===== config.mk =====
export PLATFORM = sky130hd
export DESIGN_NAME = reorder_buffer
export DESIGN_NICKNAME = d
export VERILOG_FILES = /design/src/rtl/rob_pkg.sv /design/src/rtl/reorder_buffer.sv
export SDC_FILE = /design/constraint.sdc
export NUM_CORES = 2
export LEC_CHECK = 0
export BUFFER_PORTS_ARGS = -buffer_cell sky130_fd_sc_hd__buf_2
export CAP_MARGIN = 20
export CORE_MARGIN = 1.5
export CORE_UTILIZATION = 60
export DETAILED_ROUTE_END_ITERATION = 8
export GPL_ROUTABILITY_DRIVEN = 0
export PLACE_DENSITY = 0.78
export SLEW_MARGIN = 20
export SYNTH_ARGS = -nofsm -noshare
export SYNTH_HDL_FRONTEND = slang
export SYNTH_SLANG_ARGS = --single-unit

===== constraint.sdc =====
create_clock -name clk -period 30.5 [get_ports clk]
set_clock_uncertainty 0.05 [all_clocks]
set_input_delay 6.1 -clock clk [delete_from_list [all_inputs] [get_ports clk]]
set_output_delay 6.1 -clock clk [all_outputs]
set_load 0.05 [all_outputs]

===== src/rtl/rob_pkg.sv =====
`default_nettype none
// ============================================================================
// Package     : rob_pkg
// Description : Shared sizes and the entry record for the reorder buffer.
// Revision    : 1.0 - initial release
// ============================================================================
package rob_pkg;

  localparam int ROB_DEPTH  = 16;
  localparam int ROB_IDX_W  = 4;
  localparam int TAG_W      = 5;
  localparam int DATA_W     = 16;
  localparam int ARF_ADDR_W = 3;

  // One in-flight instruction. wr is stored already qualified by dest != 0,
  // so commit logic never has to special-case R0.
  typedef struct packed {
    logic                  valid;
    logic                  done;
    logic                  wr;
    logic [ARF_ADDR_W-1:0] dest;
    logic [TAG_W-1:0]      tag;
    logic [DATA_W-1:0]     data;
  } rob_entry_t;

endpackage : rob_pkg
`default_nettype wire


===== src/rtl/reorder_buffer.sv =====
`default_nettype none
// ============================================================================
// Module      : reorder_buffer
// Description : Dual-dispatch, single-commit circular reorder buffer. Tracks
//               in-order retirement of instructions, writes results back to
//               the ARF and releases their rename (RRF) tags.
// Revision    : 1.0 - initial release
//
// Ports
//   clk, rst                     clock, asynchronous active-high reset
//   disp_valid/dest/wr/tag_1,_2  dispatch of two instructions (_1 is older)
//   disp_idx_1/_2                ROB slots assigned (tail, tail+1)
//   rob_full, rob_count          occupancy status (registered)
//   cmp_valid/idx/data           execution completion
//   commit_arf_tag               current ARF tag of wb_arf_addr
//   wb_valid/arf_addr/data       ARF commit write
//   wb_busy_clear                clear the ARF busy bit of wb_arf_addr
//   free_valid/free_tag          RRF tag release
//   flush                        discard every entry
// ============================================================================
module reorder_buffer
  import rob_pkg::*;
#(
  parameter int ROB_DEPTH = rob_pkg::ROB_DEPTH
) (
  input  logic                  clk,
  input  logic                  rst,
  input  logic                  disp_valid_1,
  input  logic                  disp_valid_2,
  input  logic [ARF_ADDR_W-1:0] disp_dest_1,
  input  logic [ARF_ADDR_W-1:0] disp_dest_2,
  input  logic                  disp_wr_1,
  input  logic                  disp_wr_2,
  input  logic [TAG_W-1:0]      disp_tag_1,
  input  logic [TAG_W-1:0]      disp_tag_2,
  output logic [ROB_IDX_W-1:0]  disp_idx_1,
  output logic [ROB_IDX_W-1:0]  disp_idx_2,
  output logic                  rob_full,
  output logic [ROB_IDX_W:0]    rob_count,
  input  logic                  cmp_valid,
  input  logic [ROB_IDX_W-1:0]  cmp_idx,
  input  logic [DATA_W-1:0]     cmp_data,
  input  logic [TAG_W-1:0]      commit_arf_tag,
  output logic [ARF_ADDR_W-1:0] wb_arf_addr,
  output logic [DATA_W-1:0]     wb_data,
  output logic                  wb_valid,
  output logic                  wb_busy_clear,
  output logic [TAG_W-1:0]      free_tag,
  output logic                  free_valid,
  input  logic                  flush
);

  // Two slots must be free so a dual dispatch can always be taken whole.
  localparam logic [ROB_IDX_W:0] c_full_level = (ROB_IDX_W + 1)'(ROB_DEPTH - 1);

  rob_entry_t               r_rob [ROB_DEPTH];
  logic [ROB_IDX_W-1:0]     r_head;
  logic [ROB_IDX_W-1:0]     r_tail;
  logic [ROB_IDX_W:0]       r_count;

  logic                     w_full;
  logic                     w_acc1;
  logic                     w_acc2;
  logic                     w_wr1;
  logic                     w_wr2;
  logic [1:0]               w_n_acc;
  logic [ROB_IDX_W-1:0]     w_tail_p1;
  rob_entry_t               w_head;
  logic                     w_commit;
  logic                     w_disp_hit;
  rob_entry_t               w_ent1;
  rob_entry_t               w_ent2;

  // --------------------------------------------------------------------------
  // Dispatch acceptance
  // --------------------------------------------------------------------------
  assign w_full    = (r_count >= c_full_level);
  assign w_acc1    = disp_valid_1 & ~w_full & ~flush;
  assign w_acc2    = w_acc1 & disp_valid_2;       // _2 alone is never taken
  assign w_wr1     = disp_wr_1 & (disp_dest_1 != '0);
  assign w_wr2     = disp_wr_2 & (disp_dest_2 != '0);
  assign w_n_acc   = {1'b0, w_acc1} + {1'b0, w_acc2};
  assign w_tail_p1 = r_tail + {{(ROB_IDX_W-1){1'b0}}, 1'b1};

  always_comb begin
    w_ent1       = '0;
    w_ent1.valid = 1'b1;
    w_ent1.wr    = w_wr1;
    w_ent1.dest  = disp_dest_1;
    w_ent1.tag   = disp_tag_1;
    w_ent2       = '0;
    w_ent2.valid = 1'b1;
    w_ent2.wr    = w_wr2;
    w_ent2.dest  = disp_dest_2;
    w_ent2.tag   = disp_tag_2;
  end

  assign disp_idx_1 = r_tail;
  assign disp_idx_2 = w_tail_p1;
  assign rob_full   = w_full;
  assign rob_count  = r_count;

  // --------------------------------------------------------------------------
  // Commit (combinational from the registered head entry)
  // --------------------------------------------------------------------------
  assign w_head   = r_rob[r_head];
  assign w_commit = w_head.valid & w_head.done & ~flush;

  // A younger instruction renaming the same register this cycle takes over
  // the busy bit, so the retiring one must not clear it.
  assign w_disp_hit = (w_acc1 & w_wr1 & (disp_dest_1 == w_head.dest)) |
                      (w_acc2 & w_wr2 & (disp_dest_2 == w_head.dest));

  assign wb_valid      = w_commit & w_head.wr;
  assign wb_arf_addr   = w_commit ? w_head.dest : '0;
  assign wb_data       = w_commit ? w_head.data : '0;
  assign free_valid    = w_commit & w_head.wr;
  assign free_tag      = w_commit ? w_head.tag : '0;
  assign wb_busy_clear = wb_valid & (commit_arf_tag == w_head.tag) & ~w_disp_hit;

  // --------------------------------------------------------------------------
  // State update. Only free slots receive dispatches (count <= 14 when
  // accepting), so dispatch never collides with completion or commit.
  // --------------------------------------------------------------------------
  always_ff @(posedge clk or posedge rst) begin
    if (rst) begin
      for (int i = 0; i < ROB_DEPTH; i++) begin
        r_rob[i] <= '0;
      end
      r_head  <= '0;
      r_tail  <= '0;
      r_count <= '0;
    end else if (flush) begin
      for (int i = 0; i < ROB_DEPTH; i++) begin
        r_rob[i].valid <= 1'b0;
        r_rob[i].done  <= 1'b0;
      end
      r_head  <= '0;
      r_tail  <= '0;
      r_count <= '0;
    end else begin
      if (cmp_valid && r_rob[cmp_idx].valid) begin
        r_rob[cmp_idx].data <= cmp_data;
        r_rob[cmp_idx].done <= 1'b1;
      end
      if (w_commit) begin
        r_rob[r_head].valid <= 1'b0;
        r_rob[r_head].done  <= 1'b0;
        r_head              <= r_head + {{(ROB_IDX_W-1){1'b0}}, 1'b1};
      end
      if (w_acc1) begin
        r_rob[r_tail] <= w_ent1;
      end
      if (w_acc2) begin
        r_rob[w_tail_p1] <= w_ent2;
      end
      r_tail  <= r_tail + {{(ROB_IDX_W-2){1'b0}}, w_n_acc};
      r_count <= r_count + {{(ROB_IDX_W-1){1'b0}}, w_n_acc}
                         - {{ROB_IDX_W{1'b0}}, w_commit};
    end
  end

endmodule : reorder_buffer
`default_nettype wire

==> metrics.txt <==
Area Overhead vs Synth=9.753%; Total GRT Usage=between 30% and 40%; proportion of power drawn by the clock network=between 40% and 50%; Tcrit/Tclk final=between 40 and 50%; 1st-pass router iterations=6; status=finished clean; hold_sp=r_rob[274]; CP arrival=about 8600 ps; sequential share of power=46.3%; Synth Area per Inst=~12 um2; # rows=70; Starting DRT DRC Count=~2100; Crit Path Max Fanout=68; Num CTS Buffers=between 40 and 50; CTS max path bufs=3; first-pass GRT wire length=approximately 100000 um; initial antenna violation count=3; Final Hold Fails=0; port bufs=89; Least-Margin Pin Slew=~1200 ps; # H-tree levels=2; CP endpoint=wb_busy_clear; Mapped Cells=between 1500 and 2000; YS warnings=0; CP Capture Type=output pin; CP cell instances=buf_2 -> buf_4 -> nor2b_1 -> o21a_1 -> nand2_1 -> inv_1 -> nand2_1 -> a2111oi_0 -> nor3_1 -> buf_2; Worst-Skew Late Latency=approximately 600 ps; Crit. Startpoint=flush; #FFs+latches synth=approximately 450; Setup Fix Bufs, Post-CTS=0; post-DR wirelength/cell=around 28 um; Slew HR=18.83%; post-route DRC violation count=0; Net Switching=~0.35 mW; CTS tree=built; Post-Syn Area=~0.022 mm2; # diodes=0; dpl cells=about 2300; worst vdd ir=49.12 uV; CP max stage delay=approximately 570 ps; pin count of the biggest net entering global routing=205; Nets=1930; min-delay worst type=flop to flop; grt total ovfl=0; path depth of the worst reg2reg path=15; post-synth cell types=61; leakage power=approximately 12 nW; CTS Root Cell=clkbuf_16; starting density of the core=between 60% and 70%; R2R Setup Slk=between 20000 and 30000 ps; Synthesized Nets=around 2000; CTS Sinks=445; Total Wirelength=about 66000 um; vias in the first global route=approximately 17000; Seq/Total Area, Yosys=50.00%; total I/O pin count=90; WS Path Type=input port to output pin; Cell Count, Final, Fillers Out=2361; Die X=195.7 um; RR Endpoint=rob_count[4]; fin crit period=approximately 15000 ps; Post-CTS Resized=0; TNS Setup=0 ps; number of synthesized flops with an enable pin=0; Internal=~1.0 mW; Hold-fix buffers, CTS=0; Via Count=16820; cell with the largest stage delay on the worst path=o21a_1; Die ar.=0.03828 mm2; CP required=24350 ps; Startpoint Class=input port; post-route ant nets=0; count of final setup violators=0; clock slew at the register clock pins of the worst setup and hold paths=about 60 ps; Switching Fraction=between 20 and 30%; RSZ-0062 raised after global routing=no; asr flop ratio synth=100.0%; die height=195.7 um; P per Cell Area=between 50 and 60 mW/mm2; share of cells above drive strength 1=~20%; max cap viols=0; Post-DP HPWL=about 40000 um; Slew Limit Fails=0; core area=0.03661 mm2; DR vias/cell=between 7 and 8; Gate power share=between 10% and 20%; Peak Freq=approximately 0.068 GHz; dominant synthesized flop cell=dfrtp_1; r2r startpoint=r_head[1]
## state kept, by name (all words and copies together), names as in the netlist
| name | cells |
|---|---|
| disp_idx_1 | 4 |
| rob_count | 5 |
| r_head | 4 |
| r_rob | 432 |
## critical path, delay by kind of cell
family	cells	cell delay (ps)
compound gates	2	1000
buf+inv	4	830
simple gates	4	700
## stage by stage
step	power [mW]	hold WS, ps	setup WS, ps	area, um2	utilization (%)
global route	1.444	455.6	15480	24440	66.76
detailed placement	0.8062	427.9	15750	22750	62.14
global placement	0.7984	420.1	15860	22750	62.14
floorplan	0.7638	407.7	11950	22270	-
CTS	1.403	445.0	15740	24370	66.57
finish	1.402	446.8	15730	24440	66.76
## area by class of cell
cell class / instances / area (um2)
fillers: 2599 / 12170
flip-flops and latches: 445 / 11150
multi-input cells: 1196 / 10110
clock buffers: 72 / 1421
repair buffers: 133 / 843.3
well taps: 468 / 585.6
clock inverters: 12 / 200.2
inverters: 35 / 138.9
## cell usage in the layout (no fill, tap or decap), types with 37 or more instances in the layout
cell	synthesis	layout
clkbuf_16	0	48
buf_4	7	38
nor2_1	191	191
o21ai_0	57	57
buf_2	35	89
a22o_1	258	258
nand2_1	101	101
dfrtp_1	445	441
a21oi_1	72	72
mux2i_1	109	109
o22ai_1	37	37
mux4_2	121	121
## Yosys cell counts (6+ instances only)
cell	count	area share [%]
or2_2	9	0.25
nor3_1	10	0.22
a22o_1	258	10
xnor2_1	6	0.24
dfrtp_1	445	50
a31oi_1	16	0.45
mux2i_1	109	4.9
xor2_1	10	0.39
nor2_1	191	3.2
o22ai_1	37	1.0
buf_1	49	0.83
o21ai_1	16	0.36
ha_1	21	1.2
mux4_2	121	12
a2111oi_0	10	0.39
clkbuf_1	105	1.8
nand3_1	20	0.45
buf_6	8	0.40
nor4_1	8	0.22
a31o_2	8	0.31
o21bai_1	8	0.27
inv_1	34	0.57
o21ai_0	57	1.3
buf_2	35	0.79
buf_4	7	0.24
nand2_1	101	1.7
nor2b_1	32	0.90
a21oi_1	72	1.6
and3_1	10	0.28
## power groups by stage
stage	Sequential (mW)	Clock, mW	Combinational [mW]
6_report	0.648	0.602	0.151
5_1_grt	0.651	0.629	0.164
2_1_floorplan	0.659	0	0.105
3_5_place_dp	0.658	0	0.148
4_1_cts	0.647	0.606	0.149
3_3_place_gp	0.655	0	0.143
## per-layer routing
layer,wire [um],GRT usage (%),up-vias
li1,-,-,6908
met1,25310,49.10,8484
met2,29370,51.83,1177
met3,7882,8.716,244
met4,2976,16.87,4
met5,23,0,-
## how the worst min path moves through the flow
stage            endpoint  slack, ps  cells after the start
2_1_floorplan  r_rob[129]        410                      2
3_3_place_gp    r_rob[21]        420                      2
3_5_place_dp   r_rob[141]        430                      1
4_1_cts         r_rob[27]        450                      1
5_1_grt         r_rob[29]        460                      1
6_report       r_rob[274]        450                      1
## cells by family (layout without fill, tap and decap cells)
kind of cell             after synthesis  after routing  share of synthesized area [%]
AND/OR/NAND/NOR                      419            419                          8.888
buffers and inverters                240            252                          4.703
flip-flops                           445            445                          50.00
XOR/XNOR                              17             17                         0.7023
multiplexers                         235            235                          17.66
AO/OA/AOI/OAI                        502            502                          16.69
adder cells (fa/ha/maj)               23             23                          1.360
Note: power is estimated with default switching activity, not from simulation.
